$ cat config.mk
export PLATFORM = sky130hd
export DESIGN_NAME = vp_wb_block_receiver
export DESIGN_NICKNAME = d
export VERILOG_FILES = /design/src/rtl/vp_wb_block_receiver.sv
export SDC_FILE = /design/constraint.sdc
export NUM_CORES = 1
export LEC_CHECK = 0
export CAP_MARGIN = 0
export CORE_MARGIN = 2
export CORE_UTILIZATION = 45
export CTS_CLUSTER_DIAMETER = 200
export DETAILED_ROUTE_END_ITERATION = 8
export PLACE_DENSITY_LB_ADDON = 0.2
export SLEW_MARGIN = 0
export SYNTH_ARGS = -nofsm -noshare
export SYNTH_HDL_FRONTEND = slang
export SYNTH_SLANG_ARGS = --single-unit
$ cat constraint.sdc
create_clock -name Clock -period 2.05 [get_ports Clock]
set_clock_uncertainty 0.15 [all_clocks]
set_input_delay 0.41 -clock Clock [delete_from_list [all_inputs] [get_ports Clock]]
set_output_delay 0.41 -clock Clock [all_outputs]
set_load 0.01 [all_outputs]
$ cat src/rtl/vp_wb_block_receiver.sv
// Per-core slave of the memory-controller block-copy bus: assembles 32-bit beats into
// 64-bit code words (2 beats) or 96-bit data words (3 beats) and writes them to core memory.
//
// state  | meaning
// IDLE   | no word in progress; waiting for the first beat
// ACK    | acknowledging the beat just captured; decide next step
// WAIT   | word partially assembled; waiting for the next beat
// COMMIT | word complete; one-cycle write pulse to code or data memory
module vp_wb_block_receiver #(
    parameter int         CORE_ID    = 0,
    parameter int         CORE_COUNT = 4,
    parameter int         WB_WIDTH   = 32,
    parameter int         CODE_AW    = 16,
    parameter int         DATA_AW    = 16,
    parameter logic [1:0] TAG_CODE   = 2'd1,
    parameter logic [1:0] TAG_DATA   = 2'd2
) (
    input  logic                  Clock,
    input  logic                  Reset,
    input  logic                  CYC_I,
    input  logic                  MST_I,
    input  logic                  STB_I,
    input  logic [CORE_COUNT-1:0] WE_I,
    input  logic [1:0]            TAG_I,
    input  logic [WB_WIDTH-1:0]   ADR_I,
    input  logic [WB_WIDTH-1:0]   DAT_I,
    output logic                  ACK_O,
    output logic                  oCodeWE,
    output logic [CODE_AW-1:0]    oCodeAddr,
    output logic [63:0]           oCodeData,
    output logic                  oDataWE,
    output logic [DATA_AW-1:0]    oDataAddr,
    output logic [95:0]           oDataData,
    output logic                  oBusy,
    output logic                  oProtocolError
);

    typedef enum logic [1:0] {IDLE, ACK, WAIT, COMMIT} stateT;

    stateT               state, nextState;
    logic                sel, newBeat, beatReq;
    logic                stbPrev, pending, pendingNext;
    logic [1:0]          beatCount, countNext, countInc, beatsNeeded;
    logic [1:0]          tagLatch;
    logic [WB_WIDTH-1:0] adrLatch;
    logic [31:0]         slot0, slot1, slot2;
    logic                isCode, isData, badTag;
    logic                capture, latchHdr, commitLoad, setErr;
    logic                protocolErr;
    logic                unusedSink;

    assign sel         = CYC_I & MST_I & WE_I[CORE_ID];
    assign newBeat     = STB_I & ~stbPrev & sel;
    assign beatReq     = newBeat | pending;
    assign isCode      = (tagLatch == TAG_CODE);
    assign isData      = (tagLatch == TAG_DATA);
    assign badTag      = ~isCode & ~isData;
    assign beatsNeeded = isData ? 2'd3 : 2'd2;
    assign countInc    = beatCount + 2'd1;
    assign unusedSink  = ^{adrLatch, WE_I, DAT_I};

    always_ff @(posedge Clock or negedge Reset) begin
        if (!Reset) begin
            state     <= IDLE;
            stbPrev   <= 1'b0;
            pending   <= 1'b0;
            beatCount <= 2'd0;
        end else begin
            state     <= nextState;
            stbPrev   <= STB_I;
            pending   <= pendingNext;
            beatCount <= countNext;
        end
    end

    // An edge seen while in ACK or COMMIT is held in 'pending' and serviced next IDLE/WAIT.
    always_comb begin
        nextState   = state;
        countNext   = beatCount;
        pendingNext = 1'b0;
        capture     = 1'b0;
        latchHdr    = 1'b0;
        commitLoad  = 1'b0;
        setErr      = 1'b0;
        case (state)
            IDLE: begin
                if (beatReq) begin
                    latchHdr  = 1'b1;
                    capture   = 1'b1;
                    nextState = ACK;
                end
            end
            ACK: begin
                pendingNext = pending | newBeat;
                if (badTag) begin
                    setErr    = 1'b1;
                    countNext = 2'd0;
                    nextState = IDLE;
                end else if (countInc == beatsNeeded) begin
                    countNext  = countInc;
                    commitLoad = 1'b1;
                    nextState  = COMMIT;
                end else if (!sel) begin
                    setErr      = 1'b1;
                    countNext   = 2'd0;
                    pendingNext = 1'b0;
                    nextState   = IDLE;
                end else begin
                    countNext = countInc;
                    nextState = WAIT;
                end
            end
            WAIT: begin
                if (!sel) begin
                    setErr    = 1'b1;
                    countNext = 2'd0;
                    nextState = IDLE;
                end else if (beatReq) begin
                    capture   = 1'b1;
                    nextState = ACK;
                end
            end
            COMMIT: begin
                pendingNext = pending | newBeat;
                countNext   = 2'd0;
                nextState   = IDLE;
            end
            default: nextState = IDLE;
        endcase
    end

    always_ff @(posedge Clock or negedge Reset) begin
        if (!Reset) begin
            tagLatch    <= 2'd0;
            adrLatch    <= '0;
            slot0       <= 32'd0;
            slot1       <= 32'd0;
            slot2       <= 32'd0;
            oCodeAddr   <= '0;
            oCodeData   <= 64'd0;
            oDataAddr   <= '0;
            oDataData   <= 96'd0;
            protocolErr <= 1'b0;
        end else begin
            if (latchHdr) begin
                tagLatch <= TAG_I;
                adrLatch <= ADR_I;
            end
            if (capture) begin
                case (beatCount)
                    2'd0:    slot0 <= DAT_I[31:0];
                    2'd1:    slot1 <= DAT_I[31:0];
                    default: slot2 <= DAT_I[31:0];
                endcase
            end
            // Beat 0 lands in the most significant slot of the word.
            if (commitLoad) begin
                if (isCode) begin
                    oCodeAddr <= adrLatch[CODE_AW-1:0];
                    oCodeData <= {slot0, slot1};
                end else begin
                    oDataAddr <= adrLatch[DATA_AW-1:0];
                    oDataData <= {slot0, slot1, slot2};
                end
            end
            if (setErr) protocolErr <= 1'b1;
        end
    end

    assign ACK_O          = (state == ACK);
    assign oBusy          = (state == WAIT);
    assign oCodeWE        = (state == COMMIT) & isCode;
    assign oDataWE        = (state == COMMIT) & isData;
    assign oProtocolError = protocolErr;

endmodule

==> impl_results.md, run 1 <==
- Core ar.: 25,980 um2
- Leak Pwr: 0.008763 uW
- Initial antenna violation count: 0
- Post-synth cell types: 29
- Final net count: 1,145
- Inserted Clock Buffers: 34
- Drt pass-1 iters: 4
- Critical path launch point type: register
- Ys async rst share: 100.0%
- Chip Width: 166.6 um
- Share of layout cells above drive strength 1: 44.65%
- R2R setup slack: -0.17 ns
- Via-to-Cell Ratio: 5.120
- Placement Setup Slack: -0.4255 ns
- Cell Rows: 59
- Hold_ws: 0.2435 ns
- Crit path time final: 2.217 ns
- Synth Area in XOR/XNOR: 0.07365%
- Total track usage: 20.06%
- Final HPWL DP: 17,550 um
- CP Capture Type: register
- Final Hold Viols: 0
- Pins Over Slew Limit: 0
- Setup violations, final: 244
- Overall power: 17,390 uW
- Routed vias: 7,265
- Area of the die: 27,740 um2
- Post-synthesis sequential area ratio: 65.87%
- DRC Markers: 0
- Worst Hold Class: input pin to asynchronous set/reset pin
- Yosys warning total: 0
- CTS Buffer Depth: 3
- Clock-pin transition on the worst setup and hold timing paths: 0.06 ns
- Routed Antenna Nets: 0
- Worst vdd ir: 0.0006969 V
- Synth Area in Compound Gates: 0.7786%
- Worst-skew pair later-pin latency: 0.50 ns
- Mux contribution to synthesized area: 28.98%
- Mapped Nets: 782
- Die H: 166.6 um
- CTS root buffer: clkbuf_16
- Mapped Avg Cell Area: 17.01 um2
- Antenna diode count: 0
- Sum of routed wire length over all layers: 31,220 um
- Final setup margin: -0.1671 ns
- Area Growth Syn to Fin: 54.99%
- CTS tree: yes
- Final period util: 108.2%
- Adder-Cell Fraction of Synth Area: 0.8418%
- Outcome: finished, violations left
- Simple-gate share of the synthesized area: 1.221%
- # clock sinks: 313
- Synth Register Bits: 313
- Ports: 272
- Port Buffers: 252
- Crit path kind: register to register
- Largest family of logic cells by synthesized area: multiplexers
- Layout fillers: 1,678
- Slew at the pin closest to its max-slew limit: 0.4300 ns
- Power per cell area: 943.7 nW/um2
- Post-synth top flop: dfrtp_1
- Post-synth EDFFs: 0
- Post-synthesis instance total: 699
- Critical Path AT: 2.44 ns
- Worst path required time: 2.27 ns
- First-pass GRT wire length: 44,070 um
- Commonest non-fill, non-tap cell in the layout: dfrtp_1
- Total global routing overflow: 0
- GP Congestion: 0.7597
- Starting DRT DRC Count: 337
- Vias in the first global route: 7,699
- Initial core utilization: 45.76%
- WL/cell: 22.00 um
- Max-cap violations: 0
- Rel. slew slack: 71.33%
- Peak Freq: 451.0 MHz
- Failing checks: negative setup slack
- Synth Cell Area: 11,890 um2
- RSZ-0062 raised after global routing: yes
- H-tree levels: 2
- Most frequent cells in the layout: dfrtp_1 (313), clkdlybuf4s50_1 (243), mux2_4 (235), mux2_2 (66), clkbuf_16 (50)
- Maximum number of pins on one net before global-route repair: 48
- Worst-path maximum fanout: 6
## sequential cells by signal, summed over array words and instances, names as in the netlist
register        cells
slot0              32
oProtocolError      1
stbPrev             1
oDataAddr          16
slot2              32
tagLatch            2
adrLatch           16
oCodeData          64
pending             1
state               2
slot1              32
oDataData          96
oCodeAddr          16
beatCount           2
## power by group
group / switching [uW] / leakage [uW] / internal, uW
logic: 1090 / 0.00392 / 2120
registers: 742 / 0.00427 / 7170
clock network: 2380 / 0.000572 / 3900
## per-stage QoR
stage          setup TNS, ns  std cells  area [um2]  util (%)
6_report              -24.67       1419       18430     70.93
5_1_grt               -48.29       1419       18430     70.93
4_1_cts               -22.65       1398       17220     66.28
3_5_place_dp          -70.11       1311       15270     58.75
3_3_place_gp          -62.86       1311       15270     58.75
2_1_floorplan         -7.739        699       11930         -
## kinds of logic (layout without fill, tap and decap cells)
| logic type | Yosys count | in the layout |
|---|---|---|
| multiplexers | 306 | 306 |
| XOR/XNOR | 1 | 1 |
| AO/OA/AOI/OAI | 11 | 11 |
| flip-flops | 313 | 313 |
| AND/OR/NAND/NOR | 24 | 24 |
| buffers and inverters | 36 | 421 |
| adder cells (fa/ha/maj) | 8 | 8 |
## timing repair
item,4_1_cts,5_1_grt
setup endpoints to repair,200,292
hold endpoints to repair,33,0
buffers inserted,19,10
pin swaps,5,9
gates cloned,9,15
gates resized for setup,105,233
hold buffers,1,0
## synth_stat cells (2+ instances only)
cell type	number	area [um2]
dfrtp_1	313	7833
mux2_2	225	2534
mux2_1	81	912.1
buf_2	18	90.09
buf_8	8	120.1
ha_1	8	100.1
nand2_1	7	26.28
inv_1	6	22.52
nand3_1	4	20.02
buf_4	3	22.52
a22o_1	2	17.52
a32o_1	2	20.02
and2_1	2	12.51
nand2b_1	2	12.51
nor2_1	2	7.510
nor2b_1	2	12.51
o21ai_0	2	10.01
## worst max-delay path, cell delays in order (launching register included)
cell,delay (ns)
dfrtp_1,0.36
inv_2,0.06
ha_4,0.26
nor2b_4,0.16
nand2_4,0.08
nor3b_4,0.25
buf_6,0.16
buf_12,0.14
buf_12,0.13
mux2_1,0.32
## area by class of cell
| cell class | instances | area [um2] | share of cell area (%) |
|---|---|---|---|
| Inverter | 6 | 22.52 | 0.1222 |
| Multi-Input combinational cell | 350 | 4816 | 26.13 |
| Clock buffer | 50 | 1045 | 5.669 |
| Sequential cell | 313 | 7833 | 42.50 |
| Timing Repair Buffer | 357 | 4178 | 22.67 |
| Clock inverter | 8 | 117.6 | 0.6382 |
| Tap cell | 335 | 419.2 | 2.274 |
## worst paths after layout
| check | startpoint | to | depth (start not counted) |
|---|---|---|---|
| worst max register to register | beatCount[1] | oDataData[88] | 9 |
| min in group Clock | STB_I | stbPrev | 1 |
| worst min-delay path | Reset | adrLatch[5] | 2 |
| max in group asynchronous | Reset | slot2[15] | 3 |
| worst min register to register | oDataData[38] | oDataData[38] | 1 |
| worst max-delay path | beatCount[1] | oDataData[88] | 9 |
## routing by layer
layer / global-route usage (%) / part of all wire [%] / vias up
li1: - / - / 3212
met1: 26.87 / 45 / 3826
met2: 32.93 / 48 / 192
met3: 5.181 / 5.3 / 35
met4: 5.060 / 1.6 / 0
met5: 0 / 0 / -
Power figures use the tool's default switching activity.
==> run 2, diff against run 1 <==
- CELL_PAD_IN_SITES_DETAIL_PLACEMENT: unset -> 1
- CELL_PAD_IN_SITES_GLOBAL_PLACEMENT: unset -> 2
- CORE_UTILIZATION: 45 -> 35
- SLEW_MARGIN: 0 -> unset
- clock period: 2.05 -> 2.5 ns (I/O delays scaled with it)
==> impl_results.md, run 2 (synthesis gave the netlist of run 1 again) <==
- Final net count: 1,090 (-4.8%)
- Final HPWL DP: 19,950 um (+14%)
- Crit path time final: 2.348 ns (+0.1312 ns)
- Crit path top cell by count: buf_12
- Area occupied by multi-input gates: 3829 um2 (-20%)
- Total track usage: 16.51% (-3.6 points)
- Clock-pin transition on the worst setup and hold timing paths: 0.06 ns (about the same)
- Critical Path AT: 2.58 ns (+0.14 ns)
- Placement Setup Slack: -0.1462 ns (+0.2793 ns)
- Worst-skew pair later-pin latency: 0.51 ns (about the same)
- Post-DP Area: 15,390 um2 (+0.84%)
- Starting DRT DRC Count: 156 (-54%)
- Ports: 272 (unchanged)
- Die H: 188.3 um (+13%)
- Worst path required time: 2.73 ns (+0.46 ns)
- Max-cap violations: 0 (unchanged)
- Drt pass-1 iters: 4 (unchanged)
- Final Instance Area: 16,580 um2 (-10%)
- Routed Antenna Nets: 0 (unchanged)
- # clock sinks: 313 (unchanged)
- Core ar.: 33,530 um2 (+29%)
- Inserted Clock Buffers: 36 (+5.9%)
- GP Congestion: 0.7355 (-3.2%)
- R2R setup slack: 0.15 ns (+0.32 ns)
- Hold_ws: 0.3235 ns (+0.08005 ns)
- DRC Markers: 0 (unchanged)
- Leak Pwr: 0.007936 uW (-9.4%)
- Sum of routed wire length over all layers: 28,580 um (-8.4%)
- Share of layout cells above drive strength 1: 32.82% (-12 points)
- Final Hold Viols: 0 (unchanged)
- Final setup margin: 0.1517 ns (+0.3188 ns)
- Slew at the pin closest to its max-slew limit: 0.5309 ns (+0.1009 ns)
- Final Util: 49.45% (-21 points)
- Initial core utilization: 35.46% (-10 points)
- Crit path kind: register to register
- Cell Rows: 67 (+14%)
- Rel. slew slack: 64.61% (-6.7 points)
- Most frequent cells in the layout: dfrtp_1 (313), clkdlybuf4s50_1 (247), mux2_2 (225), mux2_1 (81), clkbuf_16 (37)
- Chip Width: 188.3 um (+13%)
- Area of the die: 35,470 um2 (+28%)
- Setup violations, final: 0 (-100%)
- Cell Chain, Critical Path: inv_1 > ha_1 > nor2b_1 > nand2_1 > buf_4 > nor2_4 > buf_12 > buf_12 > mux2_2
- Port Buffers: 252 (unchanged)
- Routed vias: 6,928 (-4.6%)
- WL/cell: 19.32 um (-12%)
- Initial antenna violation count: 1 (+1)
- CP Capture Type: register
- Worst-path maximum fanout: 20 (+14)
- Area Growth Syn to Fin: 39.44%
- H-tree levels: 2 (unchanged)
- Worst Hold Class: input pin to register
- Worst stage delay on the critical path: 0.37 ns (about the same)
- Top flop regs: oDataData (96), oCodeData (64)
- Total global routing overflow: 0 (unchanged)
- Pins Over Slew Limit: 0 (unchanged)
- Worst vdd ir: 0.0004178 V (-40%)
- Critical path launch point type: register
- Biggest register: oDataData
- Commonest non-fill, non-tap cell in the layout: dfrtp_1
- Register Area: 7833 um2 (unchanged)
- First-pass GRT wire length: 45,910 um (+4.2%)
- RSZ-0062 raised after global routing: no
- Via-to-Cell Ratio: 4.684 (-8.5%)
- CTS Buffer Depth: 3 (unchanged)
- Power per cell area: 803.3 nW/um2 (-15%)
- Maximum number of pins on one net before global-route repair: 60 (+25%)
- Outcome: completed
- Vias in the first global route: 7,891 (+2.5%)
- Peak Freq: 425.8 MHz (-5.6%)
- Final setup TNS: 0 ns (+24.67 ns)
- CTS root buffer: clkbuf_16
- Final period util: 93.93% (-14 points)
- CTS tree: yes
- Layout fillers: 3,248 (+94%)
- Max reg flops: 96 (unchanged)
- Crit-path slowest cell: dfrtp_1
==> run 2: cell types whose count changed in the layout (fill, tap and decap cells not counted), sizes merged, moves of 2 or more <==
cell | before | now
buf | 95 | 48
clkbuf | 63 | 49
clkdlybuf4s50 | 243 | 247
clkinv | 4 | 8
dlygate4sd2 | 0 | 4
dlymetal6s2s | 4 | 0
inv | 6 | 8
==> run 2: per-stage QoR <==
step | instances | power [uW]
CTS | 1476 | 13550
global route | 1479 | 14060
global placement | 1414 | 8254
floorplan | 699 | 7349
detailed placement | 1414 | 8342
finish | 1479 | 13320
==> run 2: what timing repair did <==
action,4_1_cts,5_1_grt
hold buffers,1,0
hold endpoints to repair,48,0
gates resized for setup,7,1
setup endpoints to repair,4,128
buffers inserted,0,2
==> run 2: final timing paths <==
check / cells past startpoint / endpoint / from
worst max-delay path: 9 / oCodeData[22] / tagLatch[0]
worst min-delay path: 1 / stbPrev / STB_I
worst max register to register: 9 / oCodeData[22] / tagLatch[0]
worst min register to register: 2 / oProtocolError / oProtocolError
max in group asynchronous: 4 / oCodeData[37] / Reset
min in group asynchronous: 2 / adrLatch[14] / Reset
==> run 2: critical path: cells and delay by family (launching register included) <==
kind,cells,cell delay (ns)
buf+inv,4,0.56
fa+ha+maj,1,0.33
flops,1,0.37
simple gates,3,0.44
mux,1,0.35
==> run 2: power breakdown <==
group / internal (uW) / total (uW) / leakage (uW) / switching [uW]
combinational: 1110 / 1840 / 0.00309 / 725
sequential: 5880 / 6400 / 0.00427 / 521
clock: 3090 / 5080 / 0.000575 / 2000
==> run 2: area by class of cell <==
class | count | area share (%)
flip-flops and latches | 313 | 47.24
multi-input cells | 350 | 23.09
repair buffers | 300 | 19.21
clock buffers | 49 | 6.218
well taps | 448 | 3.381
clock inverters | 12 | 0.7093
inverters | 6 | 0.1358
diodes | 1 | 0.01509
==> run 2: layer usage <==
layer | share of wire [%] | track usage, %
met1 | 42 | 20.92
met2 | 50 | 28.23
met3 | 5.5 | 4.284
met4 | 1.8 | 4.177
met5 | 0 | 0
==> run 3, diff against run 2 <==
- CAP_MARGIN: 0 -> 15
- SKIP_CTS_REPAIR_TIMING: unset -> 1
==> impl_results.md, run 3 (synthesis gave the netlist of run 1 again) <==
- Outcome: completed
- Starting DRT DRC Count: 142 (-9.0%)
- Total track usage: 16.51% (unchanged)
- Crit path time final: 2.307 ns (-0.04183 ns)
- Register Area: 7833 um2 (unchanged)
- Drt pass-1 iters: 4 (unchanged)
- Overall power: 13,320 uW (about the same)
- Setup violations, final: 0 (unchanged)
- # clock sinks: 313 (unchanged)
- Final setup TNS: 0 ns (unchanged)
- Crit path kind: register to register
- H-tree levels: 2 (unchanged)
- Worst Hold Class: input pin to register
- Power per cell area: 803.4 nW/um2 (about the same)
- Routed vias: 6,914 (-0.20%)
- Via-to-Cell Ratio: 4.681 (about the same)
- Total global routing overflow: 0 (unchanged)
- Most frequent cells in the layout: dfrtp_1 (313), clkdlybuf4s50_1 (247), mux2_2 (225), mux2_1 (81), clkbuf_16 (37)
- Area Growth Syn to Fin: 39.44% (unchanged)
- Peak Freq: 433.6 MHz (+1.8%)
- CP Capture Type: register
- Initial antenna violation count: 1 (unchanged)
- Routed Antenna Nets: 0 (unchanged)
- Initial core utilization: 35.46% (unchanged)
- WL/cell: 19.33 um (about the same)
- Busiest grt layer: met2
- Worst-skew pair later-pin latency: 0.51 ns (about the same)
- Worst path required time: 2.73 ns (about the same)
- Worst-path maximum fanout: 15 (-25%)
- Clock-pin transition on the worst setup and hold timing paths: 0.06 ns (about the same)
- Vias in the first global route: 7,884 (-0.089%)
- Biggest register: oDataData
- Pins Over Slew Limit: 0 (unchanged)
- Core ar.: 33,530 um2 (unchanged)
- Final Non-Filler Cells: 1,477 (-0.14%)
- Placed insts: 1,414 (unchanged)
- Sum of routed wire length over all layers: 28,560 um (about the same)
- Final period util: 92.26% (-1.7 points)
- Met1 usage: 20.92% (unchanged)
- Slew at the pin closest to its max-slew limit: 0.5308 ns (-0.0001336 ns)
- Max reg flops: 96 (unchanged)
- Leak Pwr: 0.007980 uW (+0.55%)
- Die H: 188.3 um (unchanged)
- Cell Rows: 67 (unchanged)
- Port Buffers: 252 (unchanged)
- DRC Markers: 0 (unchanged)
- Worst vdd ir: 0.0004166 V (-0.29%)
- Final setup margin: 0.1935 ns (+0.04183 ns)
- Area occupied by multi-input gates: 3829 um2 (unchanged)
- Max-cap violations: 0 (unchanged)
- Area of the die: 35,470 um2 (unchanged)
- CTS tree: yes
- Rel. slew slack: 64.61% (about the same)
- Placement Setup Slack: -0.1462 ns (unchanged)
- RSZ-0062 raised after global routing: no
- Layout fillers: 3,243 (-0.15%)
- GR Util met3: 4.284% (unchanged)
- Final net count: 1,088 (-0.18%)
- Final Hold Viols: 0 (unchanged)
- Chip Width: 188.3 um (unchanged)
- CTS root buffer: clkbuf_16
- Critical path launch point type: register
- M2 GR Usage: 28.23% (unchanged)
- Critical Path AT: 2.54 ns (-0.04 ns)
- GP Congestion: 0.7355 (unchanged)
- Maximum number of pins on one net before global-route repair: 60 (unchanged)
- CTS Buffer Depth: 3 (unchanged)
- Ports: 272 (unchanged)
- Inserted Clock Buffers: 36 (unchanged)
- Top flop regs: oDataData (96), oCodeData (64)
- Commonest non-fill, non-tap cell in the layout: dfrtp_1
- Final HPWL DP: 19,950 um (unchanged)
- Share of layout cells above drive strength 1: 32.68% (-0.13 points)
- First-pass GRT wire length: 45,910 um (unchanged)
==> run 3: cell count changes in the layout (fill, tap and decap cells not counted) <==
cell / change
nor2b_1: -1
dlymetal6s2s_1: +4
ha_2: -1
nor2b_2: +1
buf_4: -2
ha_1: +1
dlygate4sd2_1: -4
==> run 3: cell type report <==
type | instances | area share, %
clock buffers | 49 | 6.218
repair buffers | 298 | 19.21
well taps | 448 | 3.381
clock inverters | 12 | 0.7093
flip-flops and latches | 313 | 47.24
diodes | 1 | 0.01509
inverters | 6 | 0.1358
multi-input cells | 350 | 23.09
==> run 3: final timing paths <==
kind	from	end	slack, ns	cells past startpoint
max	tagLatch[0]	oDataData[22]	0.19	8
min	STB_I	stbPrev	0.32	1
max reg2reg	tagLatch[0]	oDataData[22]	0.19	8
min reg2reg	oProtocolError	oProtocolError	0.33	2
max in group asynchronous	Reset	oCodeData[37]	1.09	4
min in group asynchronous	Reset	adrLatch[14]	0.37	2
==> run 3: report_power, final <==
group	switching [uW]	internal [uW]
registers	520	5880
logic	726	1120
clock network	2000	3090
==> run 3: critical path, cell delays in order (launching register included) <==
cell     delay [ns]
dfrtp_1        0.36
inv_1          0.05
ha_1           0.34
nor2b_2        0.14
nand2_1        0.12
nor3b_4        0.26
buf_12         0.22
buf_12         0.18
mux2_2         0.34
==> run 3: through the flow <==
stage                     utilization (%)  instance area (um2)  hold WS, ns
after global placement              45.91                15390       0.3115
after CTS                           49.34                16540      -0.2100
final                               49.45                16580       0.3240
after detailed placement            45.91                15390       0.3165
after floorplan                         -                11890      0.05441
after global routing                49.45                16580       0.3326
==> run 3: routing by layer <==
metal  part of all wire, %  wire [um]
met3                   5.5       1559
met5                     0          0
met2                    50      14370
met4                   1.8        501
met1                    42      12120
==> variant 1, RTL diff (config.mk and constraints of run 1) <==
Reset style: synchronous (`Reset`), changed in 2 clocked blocks.
--- a/src/rtl/vp_wb_block_receiver.sv
+++ b/src/rtl/vp_wb_block_receiver.sv
@@ -59,7 +59,7 @@
     assign countInc    = beatCount + 2'd1;
     assign unusedSink  = ^{adrLatch, WE_I, DAT_I};
 
-    always_ff @(posedge Clock or negedge Reset) begin
+    always_ff @(posedge Clock) begin
         if (!Reset) begin
             state     <= IDLE;
             stbPrev   <= 1'b0;
@@ -129,7 +129,7 @@
         endcase
     end
 
-    always_ff @(posedge Clock or negedge Reset) begin
+    always_ff @(posedge Clock) begin
         if (!Reset) begin
             tagLatch    <= 2'd0;
             adrLatch    <= '0;
Function: differs if Reset is asserted again (counterexample within 4 cycles, from zero or initial values and one cycle with Reset low); with Reset held inactive, the same outputs for 4 cycles.
==> variant 1 against run 1 <==
- the flow still finishes with violations (setup timing)
- non-clock buffer count down 33
- synthesized cell count up 89%
- synthesized area fell by 1.3%
- sequential cell count did not move
- maximum frequency is 5.4% higher
- wire length shrank 0.12%
- worst setup slack better by 0.11 ns
- design area decreased by 9.0%
- critical endpoint is now oDataData[4]$_SDFFE_PN0P_
Power is not compared: it rests on default switching activity, and its combinational part moved more than twofold at a synthesized area within 25%.
==> variant 1: results (changes against run 1) <==
ranking of synthesized cells by area=dfxtp_1 (53%), nand2_1 (18%), mux2i_1 (9.7%); met1 usage=28.5% (+1.7 points); adder-cell share of the synthesized area=0.853% (+0.011 points); complex-gate fraction of the synthesized area=13.1% (+12 points); Async SR Flop Fraction=0% (-100 points); Final WS setup=-0.0528 ns (+0.114 ns); met2 GRT Util=35.6% (+2.7 points); setup violators final=72 (-70%); sequential fraction of the synthesis area=53.4% (-12 points); Num CTS Buffers=31 (-8.8%); post-synthesis xor/xnor area fraction=0.149% (+0.076 points); Via density=5.00 (-2.4%); WL per Instance=16.1 um (-27%); hold crit path type=input port to register; drt pass-1 iters=5 (+1); most frequent cells after synthesis=nand2_1 (552), dfxtp_1 (313), a21boi_0 (114), mux2i_1 (114), a21boi_1 (80); Tot GR Track Use=21.5% (+1.5 points); failing checks=setup timing; Final #Nets=1665 (+45%); Synthesized Nets=1404 (+80%); Worst-Skew Late Latency=0.55 ns (+0.05 ns); GR met3 Demand/Resource=4.85% (-0.34 points); Sum Neg Setup Slack=-1.46 ns (+23.20 ns); gpl congestion=0.830 (+9.2%); Worst EP arrival=2.42 ns (-0.02 ns); share of post-route cells with drive strength above 1=13.4% (-31 points); outcome=complete, but fails checks; Final HPWL DP=20200 um (+15%)
==> variant 1: cell types whose count changed in the layout (fill, tap and decap cells not counted), sizes merged, moves of 25 or more <==
cell / before / now
nand2: 7 / 552
dfrtp: 313 / 0
dfxtp: 0 / 313
mux2: 306 / 0
a21boi: 0 / 194
mux2i: 0 / 114
clkdlybuf4s50: 243 / 173
dlymetal6s2s: 4 / 46
dlygate4sd2: 0 / 28
buf: 95 / 70
==> variant 1: path summary, 6_finish.rpt <==
| check | startpoint | slack (ns) | cells after the start | endpoint |
|---|---|---|---|---|
| setup reg to reg | tagLatch[0]$_SDFFE_PN0P_ | -0.05 | 10 | oDataData[4]$_SDFFE_PN0P_ |
| hold reg to reg | oDataData[35]$_SDFFE_PN0P_ | 0.30 | 2 | oDataData[35]$_SDFFE_PN0P_ |
| hold / removal | Reset | 0.14 | 2 | oCodeAddr[1]$_SDFFE_PN0P_ |
| setup / recovery | tagLatch[0]$_SDFFE_PN0P_ | -0.05 | 10 | oDataData[4]$_SDFFE_PN0P_ |
==> variant 1: stage by stage <==
stage	utilization, %	std cells	setup WS, ns
global placement	57.9	1865	-0.257
detailed placement	57.9	1865	-0.294
finish	64.9	1938	-0.0528
CTS	62.1	1924	-0.00876
global route	64.9	1938	-0.148
floorplan	-	1321	0.0161
==> variant 1: what timing repair did <==
action	4_1_cts	5_1_grt
resized for setup	62	191
hold endpoints to repair	0	0
cloned	0	7
pin swaps	1	63
setup endpoints to repair	208	236
hold buffers	0	0
setup buffers	5	7
==> variant 1: cell type report <==
class,instances,area [sq um]
clock buffer,42,907
clock inverter,12,143
fill,2168,9060
inverter,7,26.3
multi-input combinational,905,5390
sequential,313,6280
tap,335,419
timing repair buffer,324,3610
==> variant 2, RTL diff (settings of run 1) <==
Made on the original files. The parameter `DATA_AW` goes from 16 to 18.
--- a/src/rtl/vp_wb_block_receiver.sv
+++ b/src/rtl/vp_wb_block_receiver.sv
@@ -11,7 +11,7 @@
     parameter int         CORE_COUNT = 4,
     parameter int         WB_WIDTH   = 32,
     parameter int         CODE_AW    = 16,
-    parameter int         DATA_AW    = 16,
+    parameter int         DATA_AW    = 18,
     parameter logic [1:0] TAG_CODE   = 2'd1,
     parameter logic [1:0] TAG_DATA   = 2'd2
 ) (
Ports: changed (resized oDataAddr); port bits go from 272 to 274. No check against the original RTL was run, so the function may have changed too.
==> variant 2 against run 1 <==
- worst setup slack about the same
- synthesized area up 0.70%
- final cell count unchanged
- critical path type unchanged
- core utilization down 0.47 points
- sequential cell count up 4
- global-route usage up 0.059 points
- wire length up 0.89%
- largest power group unchanged
- the run still ends with setup timing left
- highest routed layer unchanged
- design area down 0.39%
- power down 1.2%
==> variant 2: results (changes against run 1) <==
Sum Neg Setup Slack=-23.93 ns (+0.732 ns); met1 usage=27.7% (+0.87 points); share of post-route cells with drive strength above 1=43.2% (-1.5 points); setup violators final=241 (-1.2%); Final #Nets=1142 (-0.26%); headroom to the max-slew limit=78.4% (+7.0 points); peak supply drop=0.000825 V (+18%); R2R Path End=oCodeData[9]$_DFFE_PN0P_; power share of the clock group=35.6% (-0.5 points); outcome=complete, but fails checks; Placed Cells=1320 (+0.69%); clock network area share=6.11% (-0.19 points); failing checks=setup timing; Gate power share=17.7% (-0.7 points); hold slack=0.226 ns (-0.0172 ns); met2 GRT Util=32.7% (-0.21 points); fraction of area in multi-input gates=26.3% (+0.20 points); final core occ=70.5% (-0.47 points); # clk buffers=52 (+4.0%); sequential fraction of the synthesis area=66.2% (+0.37 points); GR met3 Demand/Resource=4.66% (-0.52 points); WL per Instance=22.2 um (+0.89%); multi-input gates=354 (+1.1%); metal3 WL=1630 um (-2.2%); Via density=5.15 (+0.52%); Tot GR Track Use=20.1% (+0.059 points); Int Power=12900 uW (-2.1%); DRT met1 WL=14000 um (-1.2%); most frequent cells after synthesis=dfrtp_1 (317), mux2_2 (250), mux2_1 (60); Final WS setup=-0.167 ns (-0.000294 ns); fill cell count=1689 (+0.66%); starting DRC count in detailed routing=372 (+10%); Non-CTS buffers=345 (-3.4%); Data buffer area share=21.9% (-0.73 points); largest net degree at the start of global routing=52 (+8.3%); placed cell area=15500 sq um (+1.2%); Worst EP arrival=2.46 ns (+0.02 ns); number of clock sinks seen by CTS=317 (+1.3%); port bufs=256 (+1.6%); dpl ws=-0.572 ns (-0.147 ns); cells on worst reg2reg path=10 (+1); Warnings, synthesis=0 (unchanged); first-pass GRT wire length=44500 um (+0.96%); ranking of synthesized cells by area=dfrtp_1 (66%), mux2_2 (24%), mux2_1 (5.6%); total power=17200 uW (-1.2%); Seq/total area=43.2% (+0.71 points)
variant 2: timing repair:
action                     CTS  global route
resized for setup          138           174
setup buffers               11             4
cloned                       5            19
setup endpoints to repair  230           298
hold buffers                 1             0
pin swaps                    4             7
hold endpoints to repair   274             0
variant 2: critical path: cells and delay by family (launching register included):
kind | cells | cell delay, ns
adder cells (fa/ha/maj) | 1 | 0.27
buffers and inverters | 5 | 0.65
flip-flops | 1 | 0.36
multiplexers | 1 | 0.34
AND/OR/NAND/NOR | 3 | 0.33
variant 2: logic make-up (layout without fill, tap and decap cells):
logic type / count (synthesis) / count (layout) / share of synthesized area [%]
xor gates and xnor gates: 1 / 1 / 0.0732
adders and majority gates: 8 / 8 / 0.836
buffers and inverters: 37 / 413 / 1.73
and+or+nand+nor: 24 / 24 / 1.19
DFF: 317 / 317 / 66.2
muxes: 310 / 310 / 29.2
AOI/OAI and AO/OA: 11 / 11 / 0.773
